### config.mk
export PLATFORM = sky130hd
export DESIGN_NAME = video_pattern_sequencer
export DESIGN_NICKNAME = d
export VERILOG_FILES = /design/src/rtl/video_pattern_sequencer_pkg.sv /design/src/rtl/video_pattern_sequencer_frame_tick_gen.sv /design/src/rtl/video_pattern_sequencer.sv
export SDC_FILE = /design/constraint.sdc
export NUM_CORES = 1
export LEC_CHECK = 0
export ABC_AREA = 1
export CAP_MARGIN = 25
export CORE_MARGIN = 3
export CORE_UTILIZATION = 55
export CTS_BUF_LIST = sky130_fd_sc_hd__clkbuf_4 sky130_fd_sc_hd__clkbuf_8
export DETAILED_ROUTE_END_ITERATION = 10
export PLACE_DENSITY = 0.88
export SLEW_MARGIN = 5
export SYNTH_ARGS = -nofsm -noshare
export SYNTH_HDL_FRONTEND = slang
export SYNTH_SLANG_ARGS = --single-unit
### constraint.sdc
create_clock -name I_clk_pixel -period 3.9 [get_ports I_clk_pixel]
set_clock_uncertainty 0.1 [all_clocks]
set_input_delay 0.585 -clock I_clk_pixel [delete_from_list [all_inputs] [get_ports I_clk_pixel]]
set_output_delay 0.585 -clock I_clk_pixel [all_outputs]
set_load 0.03 [all_outputs]
### src/rtl/video_pattern_sequencer_pkg.sv
// Shared types and constants for the video pattern sequencer: video
// coordinate widths, the test-pattern encoding, controller states and the
// 8-entry foreground palette used in AUTO mode.
package video_pattern_sequencer_pkg;

    localparam int VIDEO_X_BITWIDTH = 12;
    localparam int VIDEO_Y_BITWIDTH = 11;
    localparam int PALETTE_SIZE     = 8;

    typedef enum logic [2:0] {
        PAT_RAINBOW_AUTO = 3'd0,
        PAT_SOLID        = 3'd1,
        PAT_BARS         = 3'd2,
        PAT_CHECKER      = 3'd3,
        PAT_BORDER       = 3'd4
    } pattern_t;

    typedef enum logic {
        ST_AUTO   = 1'b0,
        ST_MANUAL = 1'b1
    } state_t;

    localparam logic [23:0] PALETTE [0:PALETTE_SIZE-1] = '{
        24'hff0000,
        24'h00ff00,
        24'hffff00,
        24'h0000ff,
        24'hff00ff,
        24'h00ffff,
        24'hffffff,
        24'hff9900
    };

    // Palette lookup; the 3-bit index covers exactly the 8 entries.
    function automatic logic [23:0] palette_color(input logic [2:0] idx);
        return PALETTE[idx];
    endfunction

endpackage

### src/rtl/video_pattern_sequencer_frame_tick_gen.sv
// Frame boundary detector: registers the last-active-pixel match, turns its
// rising edge into a single-cycle frame_start pulse and counts frames.
// Holding the last pixel for several cycles (blanking) yields one pulse only.
module frame_tick_gen
    import video_pattern_sequencer_pkg::*;
#(
    parameter int FRAME_CNT_BITS = 16
) (
    input  logic                        I_clk_pixel,
    input  logic                        I_reset_n,
    input  logic [VIDEO_X_BITWIDTH-1:0] pixX,
    input  logic [VIDEO_Y_BITWIDTH-1:0] pixY,
    input  logic [VIDEO_X_BITWIDTH-1:0] screenWidth,
    input  logic [VIDEO_Y_BITWIDTH-1:0] screenHeight,
    output logic                        O_frame_start,
    output logic [FRAME_CNT_BITS-1:0]   O_frame_cnt
);

    logic                      eof_d;
    logic                      eof_q;
    logic                      frame_start_d;
    logic                      frame_start_q;
    logic [FRAME_CNT_BITS-1:0] frame_cnt_d;
    logic [FRAME_CNT_BITS-1:0] frame_cnt_q;

    // Last-pixel compare, rising-edge detect against the registered match,
    // and a wrapping frame counter that advances together with the pulse.
    always_comb begin
        eof_d         = (pixX == (screenWidth - VIDEO_X_BITWIDTH'(1))) &&
                        (pixY == (screenHeight - VIDEO_Y_BITWIDTH'(1)));
        frame_start_d = eof_d && !eof_q;
        frame_cnt_d   = frame_cnt_q;
        if (frame_start_d) begin
            frame_cnt_d = frame_cnt_q + FRAME_CNT_BITS'(1);
        end
    end

    // Boundary state registers with synchronous active-low reset.
    always_ff @(posedge I_clk_pixel) begin
        if (!I_reset_n) begin
            eof_q         <= 1'b0;
            frame_start_q <= 1'b0;
            frame_cnt_q   <= '0;
        end else begin
            eof_q         <= eof_d;
            frame_start_q <= frame_start_d;
            frame_cnt_q   <= frame_cnt_d;
        end
    end

    assign O_frame_start = frame_start_q;
    assign O_frame_cnt   = frame_cnt_q;

endmodule

### src/rtl/video_pattern_sequencer.sv
// Frame-synchronous pattern/colour controller for the pixel generator.
// AUTO mode walks the palette every FRAMES_PER_STEP frames; a valid/ready
// request forces a pattern/colour that is only applied at the next frame
// boundary so the picture never tears. Requests offered while a previous one
// is still pending are dropped, not queued.
module video_pattern_sequencer
    import video_pattern_sequencer_pkg::*;
#(
    parameter int FRAMES_PER_STEP = 60,
    parameter int FRAME_CNT_BITS  = 16
) (
    input  logic                        I_clk_pixel,
    input  logic                        I_reset_n,
    input  logic [VIDEO_X_BITWIDTH-1:0] pixX,
    input  logic [VIDEO_Y_BITWIDTH-1:0] pixY,
    input  logic [VIDEO_X_BITWIDTH-1:0] screenWidth,
    input  logic [VIDEO_Y_BITWIDTH-1:0] screenHeight,
    input  logic                        I_req_valid,
    input  logic [2:0]                  I_req_pattern,
    input  logic [23:0]                 I_req_color,
    output logic                        O_req_ready,
    output logic [2:0]                  O_pattern,
    output logic [23:0]                 O_color,
    output logic [2:0]                  O_palette_idx,
    output logic                        O_frame_start,
    output logic [FRAME_CNT_BITS-1:0]   O_frame_cnt
);

    // Dwell counter must hold 0..FRAMES_PER_STEP-1 and never be zero-width.
    localparam int                 DWELL_W    = $clog2(FRAMES_PER_STEP + 1);
    localparam logic [DWELL_W-1:0] DWELL_LAST = DWELL_W'(FRAMES_PER_STEP - 1);

    logic frame_start;

    frame_tick_gen #(
        .FRAME_CNT_BITS(FRAME_CNT_BITS)
    ) u_frame_tick_gen (
        .I_clk_pixel  (I_clk_pixel),
        .I_reset_n    (I_reset_n),
        .pixX         (pixX),
        .pixY         (pixY),
        .screenWidth  (screenWidth),
        .screenHeight (screenHeight),
        .O_frame_start(frame_start),
        .O_frame_cnt  (O_frame_cnt)
    );

    state_t             state_d,      state_q;
    logic [DWELL_W-1:0] dwell_d,      dwell_q;
    logic [2:0]         idx_d,        idx_q;
    logic [2:0]         pattern_d,    pattern_q;
    logic [23:0]        color_d,      color_q;
    logic               ready_d,      ready_q;
    logic               pending_d,    pending_q;
    logic [2:0]         pend_pat_d,   pend_pat_q;
    logic [23:0]        pend_color_d, pend_color_q;
    logic               transfer;

    // Next-state: commit a pending request at the frame boundary (it wins
    // over an AUTO step in that frame), otherwise advance AUTO dwell/palette;
    // independently capture a new request when the port is ready.
    always_comb begin
        state_d      = state_q;
        dwell_d      = dwell_q;
        idx_d        = idx_q;
        pattern_d    = pattern_q;
        color_d      = color_q;
        ready_d      = ready_q;
        pending_d    = pending_q;
        pend_pat_d   = pend_pat_q;
        pend_color_d = pend_color_q;
        transfer     = I_req_valid && ready_q;

        if (frame_start && pending_q) begin
            pending_d = 1'b0;
            ready_d   = 1'b1;
            if (pend_pat_q == PAT_RAINBOW_AUTO) begin
                state_d   = ST_AUTO;
                dwell_d   = '0;
                pattern_d = PAT_RAINBOW_AUTO;
                color_d   = palette_color(idx_q);
            end else begin
                state_d   = ST_MANUAL;
                pattern_d = pend_pat_q;
                color_d   = pend_color_q;
            end
        end else if (frame_start && (state_q == ST_AUTO)) begin
            if (dwell_q == DWELL_LAST) begin
                dwell_d = '0;
                idx_d   = idx_q + 3'd1;
                color_d = palette_color(idx_q + 3'd1);
            end else begin
                dwell_d = dwell_q + DWELL_W'(1);
            end
        end

        // ready_q is low whenever pending_q is high, so a capture can never
        // collide with the commit above.
        if (transfer) begin
            pend_pat_d   = I_req_pattern;
            pend_color_d = I_req_color;
            pending_d    = 1'b1;
            ready_d      = 1'b0;
        end
    end

    // Controller state registers; reset discards any pending request.
    always_ff @(posedge I_clk_pixel) begin
        if (!I_reset_n) begin
            state_q      <= ST_AUTO;
            dwell_q      <= '0;
            idx_q        <= 3'd0;
            pattern_q    <= PAT_RAINBOW_AUTO;
            color_q      <= 24'hff0000;
            ready_q      <= 1'b1;
            pending_q    <= 1'b0;
            pend_pat_q   <= 3'd0;
            pend_color_q <= 24'h000000;
        end else begin
            state_q      <= state_d;
            dwell_q      <= dwell_d;
            idx_q        <= idx_d;
            pattern_q    <= pattern_d;
            color_q      <= color_d;
            ready_q      <= ready_d;
            pending_q    <= pending_d;
            pend_pat_q   <= pend_pat_d;
            pend_color_q <= pend_color_d;
        end
    end

    assign O_req_ready   = ready_q;
    assign O_pattern     = pattern_q;
    assign O_color       = color_q;
    assign O_palette_idx = idx_q;
    assign O_frame_start = frame_start;

endmodule

==> run metrics <==
Max Cap Viol 0; GPL Wtd Cong 0.949; most frequent cells in the layout 193 x nand2_1, 123 x clkdlybuf4s50_1, 117 x nor2_1, 84 x dfxtp_1, 81 x inv_1; Initial Util 0.581; main combinational cell family by area after synthesis simple AND/OR/NAND/NOR gates; max_slew headroom 0.348; post-CTS sizing 0; most frequent CP cell nand2_1; multiplexer share of the synthesized area 0.00691; Data arrival, critical path 2850 ps; Core Region 8420 µm²; most common cell after layout, fill and taps aside nand2_1; H-tree depth 3; Die X 100 µm; fin crit share 0.709; crit-path cells clkdlybuf4s50_1, inv_1, ha_1, nand2_1, nor2_1, nand2_1, nand3_1, nand4_1, nor2_4, nand3_4, nand2_1, a21oi_1; CP delay by family, top simple AND/OR/NAND/NOR gates; share of the synthesized area in the top cell type 0.344; Synth cell types 35; Reg area 1680 µm²; Netlist Area Pre-Place 4890 µm²; Initial DRC Count 274; Cell Rows 33; top cells by area, synth dfxtp_1 34%, nand2_1 15%, nor2_1 9.0%; io pins 124; initial antenna violation count 0; largest net degree at the start of global routing 51; Power, Total 1740 µW; multi-input logic area 2780 µm²; Worst VDD drop 0.269 mV; crit path from screenHeight[0]; vias in the first global route 4913; worst r2r path cells 8; CTS tree done; Synth Area in XOR/XNOR 0.0734; Core Util, Final 0.755; grt total ovfl 0; Slowest cell on crit path clkdlybuf4s50_1; Layout area overhead 30.1%; CTS buffer count 9; final WL 13.2 mm; count of state elements after synthesis 84; Die Area 10100 µm²; critical path class input port to flip-flop; Worst Hold Class flip-flop to flip-flop; final critical-path required period 2770 ps; Setup TNS Final 0 ps; Worst-Margin Slew 976 ps; root buf cell clkbuf_8; worst-skew pair later-pin latency 340 ps; DIE HEIGHT 100 µm; Final setup viols 0; WP buf/inv 2; Nets 947; Fillers 675; R2R Path Start u_frame_tick_gen.O_frame_start$_SDFF_PN0_; YS warnings 0; Crit. End Element flip-flop; Max FO, Critical Path 14; CTS Sinks 84; Critical Path Stages 12; CP Launch Type input port; status completed; first-pass GRT wire length 22.0 mm; power density cells 274 nW/µm²; CP max stage delay 460 ps; post-detail-place hpwl 10.3 mm; Leak 0.00274 µW; Synth Area in Compound Gates 0.114; DR vias/cell 5.29; maximum operating frequency 362 MHz; adder-cell share of the synthesized area 0.0256; Cells after Synth 745; flop-to-flop setup slack 1150 ps; # DRC 0; Final Hold Vio Count 0; Worst setup endpoint u_frame_tick_gen.O_frame_cnt[11]$_SDFFE_PN0P_; DR WL/cell 13.6 µm; reg2reg end O_color[20]$_SDFFE_PN1P_; hold wc startpoint pend_color_q[21]$_SDFFE_PN0P_; gr usage total 0.266; Final ANT Viol Nets 0; Reg clk slew, reported paths 90 ps; register area share after synthesis 0.344; n_diodes 0; average size of a mapped cell 6.57 µm²; area leader, netlist dfxtp_1; cts-stage hold buffer count 0; IO buf count 123; Max clock buf depth 2; WP data required 3980 ps; Simple-Gate Fraction of Synth Area 0.348; DR vias 5137; RSZ-0062 raised after global routing no; share of cells above drive strength 1 0.0566; syn_nets 831; drt pass-1 iters 5; post-CTS setup buffer count 0; Final Max Tran Viols 0
==> cell families after synthesis <==
group                    after synthesis
AND/OR/NAND/NOR                      393
adder cells (fa/ha/maj)               10
flip-flops                            84
AO/OA/AOI/OAI                        106
multiplexers                           3
buffers and inverters                108
XOR/XNOR                              41
==> synth_stat cells, drive strengths merged <==
| master | n |
|---|---|
| nand2 | 201 |
| a31oi | 10 |
| nor2 | 129 |
| mux2 | 3 |
| o22ai | 8 |
| a211oi | 1 |
| nand3 | 29 |
| xnor2 | 13 |
| and3 | 1 |
| o21ai | 53 |
| ha | 10 |
| nand4 | 20 |
| nand3b | 2 |
| inv | 85 |
| a21oi | 33 |
| nor4 | 3 |
| buf | 6 |
| clkbuf | 16 |
| clkinv | 1 |
| nor3 | 8 |
| xor2 | 28 |
| dfxtp | 84 |
| a41oi | 1 |
==> worst min-delay path by stage <==
stage / to / slack (ps) / cells past startpoint
2_1_floorplan: pend_color_q[18]$_SDFFE_PN0P_ / 330 / 2
3_3_place_gp: pend_color_q[19]$_SDFFE_PN0P_ / 350 / 2
3_5_place_dp: pend_color_q[21]$_SDFFE_PN0P_ / 360 / 2
4_1_cts: pend_color_q[21]$_SDFFE_PN0P_ / 370 / 2
5_1_grt: pend_color_q[20]$_SDFFE_PN0P_ / 390 / 2
6_report: pend_color_q[21]$_SDFFE_PN0P_ / 370 / 2
==> state kept, by name (all words and copies together) (netlist names), 3 cells and up <==
signal	count
O_palette_idx	3
O_color	24
pend_pat_q	3
pend_color_q	24
dwell_q	6
O_pattern	3
u_frame_tick_gen.O_frame_cnt	16
==> cell type report <==
class / instances / share of cell area
well taps: 105 / 0.0206
clock inverters: 5 / 0.00688
repair buffers: 127 / 0.198
flip-flops and latches: 84 / 0.264
multi-input cells: 553 / 0.436
inverters: 86 / 0.0507
clock buffers: 11 / 0.0228
==> per-stage QoR <==
stage	instances	worst slack [ps]	cell area, µm²	hold slack (ps)
detailed placement	955	792	6170	355
CTS	971	1170	6360	369
finish	971	1130	6360	368
global placement	955	948	6170	347
global route	971	930	6360	386
floorplan	745	1700	4890	330
==> worst min-delay path, stage by stage (launching register included) <==
cell and delay, ps:
dfxtp_1 310, inv_1 60, a21oi_1 60
==> where the power goes <==
group	internal [µW]	switching, µW	total, µW
logic	127	136	263
clock network	264	323	587
registers	882	13.0	895
==> metal layers <==
layer  global-route usage  share of wire  up-vias  wire length [µm]
met4                0.106          0.024        0               320
met2                0.470           0.50      184              6600
met5                    0              0        -                 0
met3               0.0466          0.060       31               789
met1                0.317           0.42     2317              5530
li1                     -              -     2605                 -
Power figures use the tool's default switching activity.
